`src/rtl/pattern_serializer_pkg.sv`:
```
// pattern_serializer_pkg
//   Definitions shared by the pattern serializer and the serial sequence
//   detectors it drives. Keeping both state encodings here gives the paired
//   benches a single source for state codes and the default idle level.
package pattern_serializer_pkg;

  // Serializer FSM encoding. Debug tooling decodes these fixed values,
  // so the encoding is explicit.
  typedef enum logic [1:0] {
    S_IDLE  = 2'b00,
    S_SHIFT = 2'b01,
    S_GAP   = 2'b10,
    S_DONE  = 2'b11
  } ser_state_t;

  // Level the serial line rests at when no pattern bit is being sent.
  localparam logic IDLE_LEVEL_DEF = 1'b1;

  // Detector encoding, shared with the receive-side "01" sequence detector.
  typedef enum logic [1:0] {
    D_WAIT = 2'b00,   // no partial match
    D_SAW0 = 2'b01,   // last bit was 0
    D_HIT  = 2'b10    // "01" just completed
  } det_state_t;

endpackage

```
`src/rtl/pattern_serializer_shift_reg_load.sv`:
```
// pattern_serializer_shift_reg_load
//   WIDTH-bit left-shift register with parallel load. The MSB is the bit
//   currently presented on the serial line. Load wins over shift.
// Ports:
//   clk   - clock, rising edge
//   rst   - asynchronous active-high reset, clears the register
//   load  - load din on the next edge
//   shift - shift left by one (zero fill) on the next edge
//   din   - parallel load value, already left-aligned by the caller
//   msb   - current register MSB
module pattern_serializer_shift_reg_load #(
  parameter int WIDTH = 8
) (
  input  logic             clk,
  input  logic             rst,
  input  logic             load,
  input  logic             shift,
  input  logic [WIDTH-1:0] din,
  output logic             msb
);

  logic [WIDTH-1:0] q;

  always_ff @(posedge clk or posedge rst) begin
    if (rst) begin
      q <= '0;
    end else if (load) begin
      q <= din;
    end else if (shift) begin
      q <= {q[WIDTH-2:0], 1'b0};
    end
  end

  assign msb = q[WIDTH-1];

endmodule

```
`src/rtl/pattern_serializer.sv`:
```
// pattern_serializer
//   Sends a parallel pattern MSB-first on a single serial line, one bit per
//   clock, repeated reps times with a one-cycle idle gap between repetitions.
//
//   state   | meaning
//   --------+-----------------------------------------------------------
//   S_IDLE  | ready for a request; line at idle level
//   S_SHIFT | a pattern bit is on A_out (bit_valid=1)
//   S_GAP   | one idle cycle between repetitions; shift register reloads
//   S_DONE  | one-cycle done pulse; requests ignored
//
// Ports:
//   clk       - clock, rising edge
//   rst       - asynchronous active-high reset
//   start     - send request, only sampled while ready=1
//   pattern   - bits to send; pattern[len-1] goes out first
//   len       - bits per repetition, 1..WIDTH
//   reps      - repetitions, nonzero
//   ready     - idle and able to accept start
//   busy      - transfer in progress (bits and gaps)
//   A_out     - serial data
//   bit_valid - A_out carries a pattern bit this cycle
//   done      - one-cycle pulse after the last bit
module pattern_serializer
  import pattern_serializer_pkg::*;
#(
  parameter int   WIDTH      = 8,
  parameter int   LEN_W      = 4,
  parameter int   CNT_W      = 4,
  parameter logic IDLE_LEVEL = IDLE_LEVEL_DEF
) (
  input  logic             clk,
  input  logic             rst,
  input  logic             start,
  input  logic [WIDTH-1:0] pattern,
  input  logic [LEN_W-1:0] len,
  input  logic [CNT_W-1:0] reps,
  output logic             ready,
  output logic             busy,
  output logic             A_out,
  output logic             bit_valid,
  output logic             done
);

  ser_state_t       state, state_nx;
  logic [LEN_W-1:0] bit_cnt, bit_cnt_nx;
  logic [CNT_W-1:0] reps_left, reps_left_nx;
  logic [LEN_W-1:0] len_q;
  logic [WIDTH-1:0] pat_q;
  logic [WIDTH-1:0] aligned;
  logic [WIDTH-1:0] sr_din;
  logic             sr_load, sr_shift, sr_msb;
  logic             capture;
  logic             args_ok;

  // Left-align so pattern[len-1] lands on the shift-register MSB. Only
  // meaningful when len is in range; out-of-range requests are rejected.
  always_comb begin
    aligned = pattern << (WIDTH - int'(len));
  end

  assign args_ok = (len != '0) && (int'(len) <= WIDTH) && (reps != '0);

  always_comb begin
    state_nx     = state;
    bit_cnt_nx   = bit_cnt;
    reps_left_nx = reps_left;
    sr_load      = 1'b0;
    sr_shift     = 1'b0;
    sr_din       = pat_q;
    capture      = 1'b0;
    case (state)
      S_IDLE: begin
        if (start && args_ok) begin
          state_nx     = S_SHIFT;
          capture      = 1'b1;
          sr_load      = 1'b1;
          sr_din       = aligned;
          bit_cnt_nx   = len - 1'b1;
          reps_left_nx = reps;
        end
      end
      S_SHIFT: begin
        sr_shift = 1'b1;
        if (bit_cnt == '0) begin
          if (reps_left > CNT_W'(1)) begin
            state_nx     = S_GAP;
            reps_left_nx = reps_left - 1'b1;
          end else begin
            state_nx = S_DONE;
          end
        end else begin
          bit_cnt_nx = bit_cnt - 1'b1;
        end
      end
      S_GAP: begin
        // Reload from the captured copy so live inputs cannot disturb
        // later repetitions.
        sr_load    = 1'b1;
        sr_din     = pat_q;
        bit_cnt_nx = len_q - 1'b1;
        state_nx   = S_SHIFT;
      end
      S_DONE: begin
        state_nx = S_IDLE;
      end
      default: begin
        state_nx = S_IDLE;
      end
    endcase
  end

  always_ff @(posedge clk or posedge rst) begin
    if (rst) begin
      state     <= S_IDLE;
      bit_cnt   <= '0;
      reps_left <= '0;
      len_q     <= '0;
      pat_q     <= '0;
    end else begin
      state     <= state_nx;
      bit_cnt   <= bit_cnt_nx;
      reps_left <= reps_left_nx;
      if (capture) begin
        len_q <= len;
        pat_q <= aligned;
      end
    end
  end

  pattern_serializer_shift_reg_load #(
    .WIDTH (WIDTH)
  ) u_sr (
    .clk   (clk),
    .rst   (rst),
    .load  (sr_load),
    .shift (sr_shift),
    .din   (sr_din),
    .msb   (sr_msb)
  );

  // Outputs decode the registered state (and register MSB) only, so there
  // is no input-to-output combinational path and reset acts immediately.
  assign ready     = (state == S_IDLE);
  assign busy      = (state == S_SHIFT) || (state == S_GAP);
  assign bit_valid = (state == S_SHIFT);
  assign done      = (state == S_DONE);
  assign A_out     = (state == S_SHIFT) ? sr_msb : IDLE_LEVEL;

endmodule
```
`config.mk`:
```
export PLATFORM = sky130hd
export DESIGN_NAME = pattern_serializer
export DESIGN_NICKNAME = d
export VERILOG_FILES = /design/src/rtl/pattern_serializer_pkg.sv /design/src/rtl/pattern_serializer_shift_reg_load.sv /design/src/rtl/pattern_serializer.sv
export SDC_FILE = /design/constraint.sdc
export NUM_CORES = 1
export LEC_CHECK = 0
export BUFFER_PORTS_ARGS = -buffer_cell sky130_fd_sc_hd__clkbuf_2
export CAP_MARGIN = 20
export CORE_UTILIZATION = 45
export DETAILED_ROUTE_END_ITERATION = 8
export PLACE_DENSITY = 0.65
export RECOVER_POWER = 100
export SETUP_SLACK_MARGIN = 0.2
export SKIP_LAST_GASP = 1
export SYNTH_ARGS = -nofsm -noshare
export SYNTH_HDL_FRONTEND = slang
export SYNTH_SLANG_ARGS = --single-unit
```
`constraint.sdc`:
```
create_clock -name clk -period 3.05 [get_ports clk]
set_input_delay 0.305 -clock clk [delete_from_list [all_inputs] [get_ports clk]]
set_output_delay 0.305 -clock clk [all_outputs]
set_load 0.005 [all_outputs]
```
; ---- Word-level counts from Yosys, hierarchy flattened
; Index checks and enable logic that the tools add are counted.
[totals]
reg_bits = 30
inputBits = 19
out_inout_bits = 5
word_cells = 55
[op_classes]
add_sub_neg = 5
n_lt_le_gt_ge = 2
n_eq_ne = 7
shift = 1
muxes = 20
reduce_logical = 14
[ops]
columns = op, n
row1 = $mux 8, 4
row2 = $shl 8x32->8, 1
row3 = $mux 4, 5
row4 = $sub 4x1->4 const B, 4
row5 = $pmux 4 s3, 1
row6 = $pmux 2 s4, 1
row7 = $pmux 4 s2, 1
row8 = $reduce_bool 4->1, 2
row9 = $ne 2x1->1 const B, 3
row10 = $mux 1, 5
row11 = $sub 4x4->5 const A, 1
row12 = $eq 2x2->1 const B, 2
row13 = $gt 4x1->1 const B, 1
row14 = $le 4x4->1 const B, 1
row15 = $logic_not 4->1, 1
row16 = $mux 2, 2
row17 = $reduce_and 4->1, 1
row18 = $reduce_bool 2->1, 2
row19 = $logic_and 1x1->1, 3
row20 = $reduce_and 3->1, 1
row21 = $reduce_bool 3->1, 1
row22 = $eq 2x1->1 const B, 1
row23 = $logic_not 2->1, 1
row24 = $ne 2x2->1 const B, 1
row25 = 3 further kinds, 3

; ---- Logic depth before layout (Yosys ltp)
; Gate-level depths: netlist of run 1.
[logic_depth]
depth_word = 7
mapped_depth = 8
depth_no_buf = 7

; ---- By module
; A second synthesis of run 1 with hierarchy kept.
[unflattened]
cells_unflattened = 210
hier_area_um2 = 2054.5
[modules_own_cells]
columns = mod, n_inst, cells_each, area_per_inst_um2, seq_area_each_um2
row1 = pattern_serializer, 1, 175, 1681.6, 550.5
row2 = pattern_serializer_shift_reg_load, 1, 35, 372.9, 200.2

; ---- Least setup slack after synthesis of run 1
; No wires, ideal clock.
[synth_timing]
kind = in2reg
from = input len[0]
to = register bit_cnt[0]
setup_time_ps = 125
arrival_ps = 1849
t_required_ps = 2925
slack_ps = 1077
cell_stages = 7
n_path_buf = 0
path_cell_list = inv_1 > ha_1 > or2b_2 > o221ai_2 > o21a_1 > a211o_2 > mux2_2
[synth_via]
elab_chain_len = 6
word_cells_on_any_way = 10
cone_classes = 1 x add/sub / 1 x order compare / 1 x eq/ne / 2 x mux / 5 x reduce/logical
[synth_rtl]
columns = element, line_no
row1 = start: declaration, pattern_serializer.sv:36  ; input logic [LEN_W-1:0] len,
row2 = $le 4x4->1 / $reduce_bool 4->1 (equally long branches), pattern_serializer.sv:62  ; assign args_ok = (len != '0) && (int'(len) <= WIDTH) && (reps != '0);
row3 = $logic_and 1x1->1 (2 in a row), pattern_serializer.sv:62
row4 = $logic_and 1x1->1, pattern_serializer.sv:74  ; if (start && args_ok) begin
row5 = $ne 2x1->1 (no source line), -
row6 = $reduce_and 3->1 (no source line), -
row7 = end signal: assignment, pattern_serializer.sv:122  ; bit_cnt <= bit_cnt_nx;
row8 = end: declaration, pattern_serializer.sv:46  ; logic [LEN_W-1:0] bit_cnt, bit_cnt_nx;
; Parallel ways exist; a longest one is shown, timed or not. The select of a mux whose other input is x is not followed.
; A chain may end at the register's enable or synchronous reset.

; ---- Final worst setup path of run 1
[layout_timing]
from = register state[1]
to = output A_out
[layout_via]
elab_chain_len = 2
[layout_rtl]
columns = element, line_no
row1 = start: declaration, pattern_serializer.sv:45  ; ser_state_t state, state_nx;
row2 = start signal: assignment, pattern_serializer.sv:121  ; state <= state_nx;
row3 = $eq 2x1->1, pattern_serializer.sv:148  ; assign A_out = (state == S_SHIFT) ? sr_msb : IDLE_LEVEL;
row4 = $mux 1, pattern_serializer.sv:148
row5 = end: declaration, pattern_serializer.sv:40  ; output logic A_out,
; Every way passes these cells.

==> results by group, run 1 <==
Pwr
  – Share of total power in combinational logic: 51.8%
  – Clk pwr share: 13.7%
  – Sw Share: 38.7%
  – Pleak: between 1 and 1.5 nW
  – P_sw: 0.819 mW
  – VDD IR-drop max: 0.443 mV
  – Pwr/cell area: 950 nW/um2
  – Pint: 1.30 mW
  – Power Total: 2.12 mW
  – Part of the power in registers: 34.4%

GRT
  – Grt ovf: 0
  – Global routing's busiest layer: met2
  – Total GRT Usage: between 20% and 30%
  – First-pass GRT wire length: about 6900 um
  – Met2 GRT Util: 32.8%
  – Largest net degree at the start of global routing: 31
  – Met1 GRT Util: 25.6%
  – Vias in the first global route: 1,566
  – Initial antenna violation count: 0
  – GR Util met3: 4.44%

Place
  – Post-DP HPWL: ~3200 um
  – I/O Buffers: 23
  – GPL Wtd Cong: 0.839
  – Inst Count DP: 279
  – Post-Place Worst Slack: around 750 ps

Synthesis
  – Share of synthesized registers carrying an async set or reset: 100%
  – Synth Warn #: 0
  – Cell count after synthesis: approximately 210
  – Synthesized Nets: 240
  – Synthesized area: between 2000 and 2500 um2
  – Mean post-synth cell area: ~9.5 um2
  – EDFF count, synth: 0
  – Netlist cell types: 49
  – Seq/Total Area, Yosys: between 30% and 40%
  – Top cells by area, synth: dfrtp_1, mux2i_1, ha_1, nand2_1, o21ai_0
  – Synth top area share: between 30% and 40%
  – Synth Flop Type: dfrtp_1
  – Synth area leader: dfrtp_1
  – Synth Register Bits: 30

Critical path
  – FF-to-FF setup slack: around 740 ps
  – FF-to-FF End: reps_left[1]$_DFFE_PP0P_
  – Worst r2r src: state[1]$_DFFE_PP0P_
  – Crit path DAT: 2170 ps
  – Slowest-stage cell, CP: clkbuf_1
  – CP max stage delay: about 630 ps
  – Top delay family on crit path: buffers and inverters
  – R2R depth: 7
  – Stages on worst setup path: 5
  – Setup crit start: state[1]$_DFFE_PP0P_
  – CP Cell Sequence: inv_1 -> ha_1 -> clkbuf_1 -> nand2b_1 -> clkbuf_2
  – Critical path endpoint category: primary output
  – CP required: approximately 2700 ps
  – Worst setup SP type: register
  – Worst path bufs/invs: 3
  – Worst setup endpoint: A_out
  – Crit Path Max Fanout: 14
  – CP Class: reg -> out

Floorplan
  – Die width: 68.9 um
  – Core area: 4140 um2
  – Initial core utilization: between 40% and 50%
  – Rows: 23
  – I/O pin count: 24
  – Die Footprint: between 4000 and 5000 um2
  – Die Y-Extent: between 60 and 70 um

Final layout
  – Non-Filler Instances: 286
  – Synth-to-Final Area Change: 10.6%
  – Commonest non-fill, non-tap cell in the layout: dfrtp_1
  – Number of fill cells in the layout: a little over 400
  – N_diodes: 0
  – Most frequent cells in the layout: dfrtp_1, nand2_1, clkbuf_2, mux2i_1, o21ai_0
  – Fin nets: around 260
  – Share of post-route cells with drive strength above 1: 19.1%

STA
  – Slew Viols, Final: 31
  – Highest Clock Rate: 404 MHz
  – # setup viols final: 0
  – Setup TNS Final: 0 ps
  – Final period util: 81.2%
  – Worst Hold Slack: around 350 ps
  – Worst setup margin: approximately 570 ps
  – Slew of the pin with the lowest slew margin: about 1600 ps
  – Clock Skew: ~4 ps
  – Final hold vios: 0
  – Slew headroom: -5.88%
  – Minimum clock period: 2480 ps
  – RSZ-0062 raised after global routing: false

Routing
  – Residual DRC: 0
  – Drt wl/cell: around 14 um
  – First-pass iteration count of the detailed router: 4
  – Initial DRC Count: 42
  – Via Count: about 1,600
  – Total Wirelength: slightly above 4000 um
  – Post-route ant nets: 0
  – Vias per cell: 5.57

Clock network
  – Post-cts resize count: 0
  – CTS HTree Levels: 2
  – Post-cts hold buffer count: 0
  – # clock sinks: 30
  – CTS root buf: clkbuf_8
  – Setup Buffers After CTS: 0
  – Cts bufs inserted: 5
  – Clk_lat worst skew: about 270 ps
  – CTS max path bufs: 2
  – CTS tree: built
  – Clk slew on worst S/H paths: 60 ps

Outcome
  – Outcome: complete, but fails checks
  – Failing checks: capacitance limit, slew limit

Run
  – Maxcap violations: 1

Min path
  – Worst Hold Class: in -> reg
-- final cells by class --
type | count | area (um2) | share of cell area [%]
repair buffers | 26 | 128 | 5.73
multi-input cells | 161 | 1170 | 52.3
well taps | 50 | 62.6 | 2.81
clock buffers | 7 | 76.3 | 3.43
inverters | 12 | 45.0 | 2.02
flip-flops and latches | 30 | 751 | 33.7
-- tightest hold or removal path, delay by kind of cell --
| family | cells | cell delay, ps |
|---|---|---|
| buffers and inverters | 1 | 100 |
| and+or+nand+nor | 1 | 100 |
| AOI/OAI and AO/OA | 1 | 70 |
-- routing by layer --
metal	up-vias	routed length, um
li1	812	-
met1	750	2070
met2	27	1850
met3	5	103
met4	0	53
met5	-	0
-- sequential cells by signal, indices dropped and copies added (netlist names) --
register   count
bit_cnt        4
reps_left      4
state          2
u_sr.q         8
len_q          4
pat_q          8
-- how the worst min path moves through the flow --
stage                 start                        to  slack [ps]  cells past startpoint
finish              reps[0]  reps_left[0]$_DFFE_PP0P_         350                      3
global route         len[0]      len_q[0]$_DFFE_PP0P_         370                      3
CTS                     rst    bit_cnt[1]$_DFFE_PP0P_          90                      3
detailed placement      rst      state[1]$_DFFE_PP0P_         380                      3
global placement        rst      state[1]$_DFFE_PP0P_         380                      3
floorplan               rst    bit_cnt[0]$_DFFE_PP0P_         400                      1
-- cell families (layout without fill, tap and decap cells) --
| logic type | after synthesis | count (layout) | synth area share, % |
|---|---|---|---|
| AOI/OAI and AO/OA | 57 | 57 | 20.6 |
| xor gates and xnor gates | 4 | 4 | 1.74 |
| adders and majority gates | 9 | 9 | 5.59 |
| buffers and inverters | 21 | 45 | 4.41 |
| DFF | 30 | 30 | 37.3 |
| muxes | 26 | 26 | 14.5 |
| and+or+nand+nor | 65 | 65 | 15.9 |
-- cells in the mapped netlist, types with 2 or more instances --
| cell | instances |
|---|---|
| dfrtp_1 | 30 |
| nand2_1 | 29 |
| mux2i_1 | 19 |
| o21ai_0 | 14 |
| inv_1 | 12 |
| nor2_1 | 10 |
| ha_1 | 9 |
| a21oi_1 | 6 |
| a22oi_1 | 6 |
| buf_2 | 5 |
| mux2_2 | 5 |
| a21o_1 | 4 |
| o21a_1 | 4 |
| or2_2 | 4 |
| a2bb2oi_1 | 3 |
| nand2b_1 | 3 |
| nand3b_1 | 3 |
| nor3_1 | 3 |
| o31ai_1 | 3 |
| xnor2_1 | 3 |
| a211o_2 | 2 |
| a22o_1 | 2 |
| a31oi_1 | 2 |
| and3_1 | 2 |
| clkbuf_1 | 2 |
| mux4_2 | 2 |
| nand3_1 | 2 |
| nor4_1 | 2 |
-- power by group through the flow --
stage | clock [mW] | sequential, mW | combinational (mW)
after floorplan | 0 | 0.695 | 0.914
after global placement | 0 | 0.732 | 1.10
after detailed placement | 0 | 0.737 | 1.12
after CTS | 0.298 | 0.730 | 1.13
after global routing | 0.323 | 0.754 | 1.23
final | 0.291 | 0.729 | 1.10
-- metrics by stage --
stage,area [um2],utilization [%]
floorplan,2010,-
global placement,2170,52.4
detailed placement,2170,52.4
CTS,2250,54.2
global route,2230,53.8
finish,2230,53.8
(Power assumes the default switching activity.)
==> inputs of run 2 (changes only) <==
- clock period: 3.05 -> 2.4 ns (I/O delays scaled with it)
==> run 2 against run 1 <==
Compared with the run above: the run still ends with capacitance limit, slew limit left; total power increased by 31%; die area is the same; non-clock buffer count up 3; worst setup slack lost 190 ps; first-iteration DRC count up 4.8%; largest power group unchanged.
==> results by group, run 2 (synthesized netlist as in run 1, its figures left out) <==
Final layout
  – Share of post-route cells with drive strength above 1: 21.7%
  – N_diodes: 0
  – Largest regs: pat_q (8), u_sr.q (8)
  – Commonest non-fill, non-tap cell in the layout: dfrtp_1
  – Most frequent cells in the layout: dfrtp_1, nand2_1, clkbuf_2, mux2i_1, o21ai_0
  – Synth-to-Final Area Change: 12.7%
  – Fin nets: between 200 and 300

Critical path
  – R2R depth: 7
  – CP required: 2610 ps
  – Critical path endpoint category: register
  – FF-to-FF setup slack: 380 ps
  – Worst setup SP type: register
  – CP Class: reg -> reg
  – Crit path DAT: 2230 ps
  – Slowest-stage cell, CP: nor4_1
  – Crit Path Max Fanout: 11
  – CP max stage delay: 450 ps
  – FF-to-FF End: reps_left[1]$_DFFE_PP0P_
  – Worst r2r src: state[1]$_DFFE_PP0P_
  – Most common cell on crit path: inv_1
  – CP Cell Sequence: inv_1 -> ha_2 -> inv_1 -> nor4_1 -> or3_1 -> or2_4 -> mux2i_1

Routing
  – Residual DRC: 0
  – Initial DRC Count: 44
  – Total Wirelength: 4110 um
  – Via Count: about 1,600
  – Drt wl/cell: 14.2 um
  – Vias per cell: between 5 and 6
  – First-pass iteration count of the detailed router: 4
  – Post-route ant nets: 0

Min path
  – WHS Path Cells: 3
  – Hold endpoint: reps_left[0]$_DFFE_PP0P_
  – Worst Hold Class: in -> reg
  – Hold Path Origin: reps[0]

STA
  – Highest Clock Rate: between 400 and 500 MHz
  – # setup viols final: 0
  – Minimum clock period: roughly 2000 ps
  – Setup TNS Final: 0 ps
  – Final hold vios: 0
  – RSZ-0062 raised after global routing: false
  – Clock Skew: 6.23 ps
  – Slew Viols, Final: 31
  – Slew headroom: -8.48%
  – Final period util: 84.2%
  – Slew of the pin with the lowest slew margin: 1630 ps
  – Worst Hold Slack: 273 ps

Floorplan
  – I/O pin count: 24
  – Initial core utilization: 48.6%
  – Die Footprint: 4750 um2
  – Die Y-Extent: 68.9 um
  – Die width: between 60 and 70 um
  – Rows: 23
  – Core area: 4140 um2

Clock network
  – Clk slew on worst S/H paths: 70 ps
  – Clk_lat worst skew: 280 ps
  – Cts bufs inserted: 5
  – CTS tree: built
  – Setup Buffers After CTS: 0
  – CTS root buf: clkbuf_8
  – CTS HTree Levels: 2
  – # clock sinks: 30
  – CTS max path bufs: 2
  – Post-cts hold buffer count: 0

Pwr
  – Pint: 1.70 mW
  – P_sw: 1.07 mW
  – Pwr/cell area: 1220 nW/um2
  – VDD IR-drop max: 0.554 mV
  – Clk pwr share: 15.3%
  – Part of the power in registers: between 30% and 40%
  – Share of total power in combinational logic: 51.4%
  – Pleak: 1.11 nW
  – Power Total: 2.77 mW
  – Sw Share: 38.5%

GRT
  – Total GRT Usage: about 20%
  – First-pass GRT wire length: 6810 um
  – Largest net degree at the start of global routing: 31
  – Vias in the first global route: 1,518
  – Grt ovf: 0
  – Initial antenna violation count: 0

Place
  – GPL Wtd Cong: roughly 0.86
  – Post-DP HPWL: 3050 um
  – I/O Buffers: 23

Outcome
  – Failing checks: capacitance limit, slew limit
  – Outcome: complete, but fails checks

Run
  – Maxcap violations: 1
run 2: per-stage QoR:
step	instances	cell area [um2]	setup WS, ps	utilization [%]
after detailed placement	282	2190	206	52.9
after global routing	290	2270	177	54.8
after global placement	282	2190	257	52.9
after CTS	290	2280	212	55.1
final	290	2270	379	54.8
after floorplan	212	2010	467	-
run 2: final cells by class:
cell class                 instances  area (um2)
fill                             389        1870
multi-input combinational        161        1170
clock inverter                     1        5.00
inverter                          12        45.0
tap                               50        62.6
clock buffer                       7        86.3
sequential                        30         751
timing repair buffer              29         148
run 2: worst max path at each step:
stage / end / slack [ps] / start
2_1_floorplan: u_sr.q[0]$_DFFE_PP0P_ / 470 / state[0]$_DFFE_PP0P_
3_3_place_gp: bit_cnt[2]$_DFFE_PP0P_ / 260 / len[1]
3_5_place_dp: bit_cnt[0]$_DFFE_PP0P_ / 210 / len[1]
4_1_cts: reps_left[1]$_DFFE_PP0P_ / 210 / state[1]$_DFFE_PP0P_
5_1_grt: u_sr.q[2]$_DFFE_PP0P_ / 180 / state[0]$_DFFE_PP0P_
6_report: reps_left[1]$_DFFE_PP0P_ / 380 / state[1]$_DFFE_PP0P_
run 2: power by group through the flow:
stage	combinational, mW	sequential, mW	clock [mW]
2_1_floorplan	1.16	0.883	0
3_3_place_gp	1.42	0.928	0
3_5_place_dp	1.43	0.933	0
4_1_cts	1.44	0.923	0.429
5_1_grt	1.58	0.961	0.456
6_report	1.42	0.923	0.424
run 2: metal layers:
metal / vias up / track usage (%) / share of wire [%]
met5: - / 0 / 0
met4: 0 / 8.42 / 1.6
met3: 4 / 3.95 / 3.8
met2: 37 / 31.1 / 44
met1: 752 / 26.1 / 51
li1: 820 / - / -
run 2: what timing repair did:
item / CTS / global route
endpoints found under the setup margin: 0 / 6
endpoints found under the hold margin: 0 / 0
gates resized for setup: 0 / 2
run 2: critical path: cells and delay by family (launching register included):
kind | cells | cell delay (ps)
simple gates | 3 | 790
fa+ha+maj | 1 | 320
flops | 1 | 410
mux | 1 | 170
buf+inv | 2 | 250
==> inputs of run 3 (changes only) <==
- clock period: 2.4 -> 2 ns (I/O delays scaled with it)
==> run 3 against run 2 <==
Compared with the run above: the run now ends clean; cell count rose by 10%; clock-buffer cell count fell by 1; total power rose by 49%; final area rose by 17%; worst setup slack got worse by 230 ps; clock power rose by 15%; critical endpoint is now bit_cnt[3]$_DFFE_PP0P_; combinational power rose by 77%.
==> results by group, run 3 (synthesized netlist as in run 1, its figures left out) <==
Floorplan
  – Die Y-Extent: 68.9 um
  – I/O pin count: 24
  – Die Footprint: 4750 um2
  – Core area: ~4100 um2
  – Initial core utilization: 48.6%
  – Rows: 23
  – Die width: 68.9 um

Place
  – I/O Buffers: 23
  – Area post-placement: 2300 um2
  – Post-DP HPWL: 3210 um
  – GPL Wtd Cong: 0.917

Pwr
  – Part of the power in registers: 26.9%
  – Share of total power in combinational logic: between 60 and 70%
  – P_sw: around 1.5 mW
  – Clk pwr share: 11.9%
  – Pint: 2.58 mW
  – Pwr/cell area: 1550 nW/um2
  – Sw Share: 37.3%
  – VDD IR-drop max: around 0.66 mV
  – Pleak: 1.27 nW

Outcome
  – Outcome: complete, no violations

Critical path
  – Critical path endpoint category: register
  – FF-to-FF setup slack: 150 ps
  – Worst setup SP type: register
  – Worst r2r src: state[0]$_DFFE_PP0P_
  – Worst setup endpoint: bit_cnt[3]$_DFFE_PP0P_
  – Setup crit start: state[0]$_DFFE_PP0P_
  – CP Class: reg -> reg
  – FF-to-FF End: bit_cnt[3]$_DFFE_PP0P_
  – CP required: roughly 2200 ps
  – R2R depth: 7
  – Crit path DAT: 2020 ps
  – Crit Path Max Fanout: 4

Clock network
  – Clk slew on worst S/H paths: roughly 70 ps
  – Clk_lat worst skew: about 280 ps
  – # clock sinks: 30
  – Cts bufs inserted: 5
  – CTS root buf: clkbuf_8
  – CTS tree: built
  – CTS max path bufs: 2
  – CTS HTree Levels: 2

GRT
  – Vias in the first global route: 1,643
  – Initial antenna violation count: 0
  – First-pass GRT wire length: 7620 um
  – Total GRT Usage: 22.0%
  – Largest net degree at the start of global routing: 31
  – Grt ovf: 0

Final layout
  – Most frequent cells in the layout: dfrtp_1, nand2_1, buf_4, clkbuf_2, mux2i_1
  – Synth-to-Final Area Change: 31.9%
  – N_diodes: 0
  – Fin nets: between 200 and 300
  – Design area: 2660 um2
  – Commonest non-fill, non-tap cell in the layout: dfrtp_1
  – Largest regs: pat_q (8), u_sr.q (8)
  – Share of post-route cells with drive strength above 1: 35.7%

Routing
  – Vias per cell: roughly 5.5
  – Post-route ant nets: 0
  – Residual DRC: 0
  – Drt wl/cell: 15.0 um
  – Via Count: 1,763
  – First-pass iteration count of the detailed router: 4
  – Total Wirelength: approximately 4800 um
  – Initial DRC Count: slightly above 60

STA
  – Setup TNS Final: 0 ps
  – Slew headroom: 49.6%
  – Final period util: 92.4%
  – RSZ-0062 raised after global routing: true
  – Final hold vios: 0
  – Minimum clock period: 1850 ps
  – # setup viols final: 0
  – Slew of the pin with the lowest slew margin: roughly 760 ps
  – Slew Viols, Final: 0
  – Highest Clock Rate: 541 MHz
  – Clock Skew: 5.53 ps

Min path
  – Worst Hold Class: in -> reg

Run
  – Maxcap violations: 0
==> run 3: cell types whose count changed in the layout (fill, tap and decap cells not counted), moves of 3 or more <==
cell,delta
buf_4,+24
ha_1,-4
mux2i_1,-3
nor2_1,-3
==> run 3: per-layer routing <==
metal / vias up / part of all wire (%) / track usage, %
met5: - / 0 / 0
met4: 0 / 1.4 / 8.16
met3: 7 / 3.4 / 4.11
met2: 39 / 47 / 35.6
met1: 832 / 48 / 29.1
li1: 885 / - / -
==> run 3: stage by stage <==
stage	setup WS (ps)	std cells	hold WS, ps	total power, mW	util (%)
after floorplan	201	212	291	2.54	-
after global placement	46.1	290	284	2.94	55.5
after detailed placement	7.55	290	281	2.98	55.5
after CTS	153	309	216	3.80	61.4
after global routing	91.1	319	227	4.40	64.1
final	151	319	214	4.12	64.1
==> run 3: cell type report <==
type                       count  area [um2]
tap                           50        62.6
fill                         361        1490
multi-input combinational    162        1320
clock buffer                   6        82.6
sequential                    30         751
timing repair buffer          59         399
inverter                      12        45.0
==> run 3: repair_timing <==
action / 4_1_cts / 5_1_grt
gates cloned: 1 / 0
setup buffers: 11 / 10
resized for setup: 12 / 18
hold buffers: 1 / 0
pin swaps: 6 / 6
hold endpoints to repair: 30 / 0
endpoints found under the setup margin: 13 / 16
==> run 3: worst max-delay path, stage by stage, from the launching register on <==
cell and delay (ps):
dfrtp_1 440, ha_4 220, buf_12 130, a22o_1 240, mux2i_2 200, nand3_1 120
xnor2_1 140, mux2_2 250
==> run 3: how the worst min path moves through the flow <==
stage / to / cells past startpoint / slack, ps / startpoint
2_1_floorplan: bit_cnt[0]$_DFFE_PP0P_ / 1 / 290 / rst
3_3_place_gp: bit_cnt[2]$_DFFE_PP0P_ / 3 / 280 / rst
3_5_place_dp: state[1]$_DFFE_PP0P_ / 3 / 280 / rst
4_1_cts: reps_left[0]$_DFFE_PP0P_ / 3 / 220 / reps[0]
5_1_grt: reps_left[0]$_DFFE_PP0P_ / 3 / 230 / reps[0]
6_report: reps_left[0]$_DFFE_PP0P_ / 3 / 210 / reps[0]
==> run 3: power by group through the flow <==
stage	Sequential, mW	Clock, mW	Combinational [mW]
detailed placement	1.13	0	1.85
finish	1.11	0.489	2.52
CTS	1.10	0.491	2.21
global route	1.14	0.518	2.74
global placement	1.12	0	1.82
floorplan	1.07	0	1.47
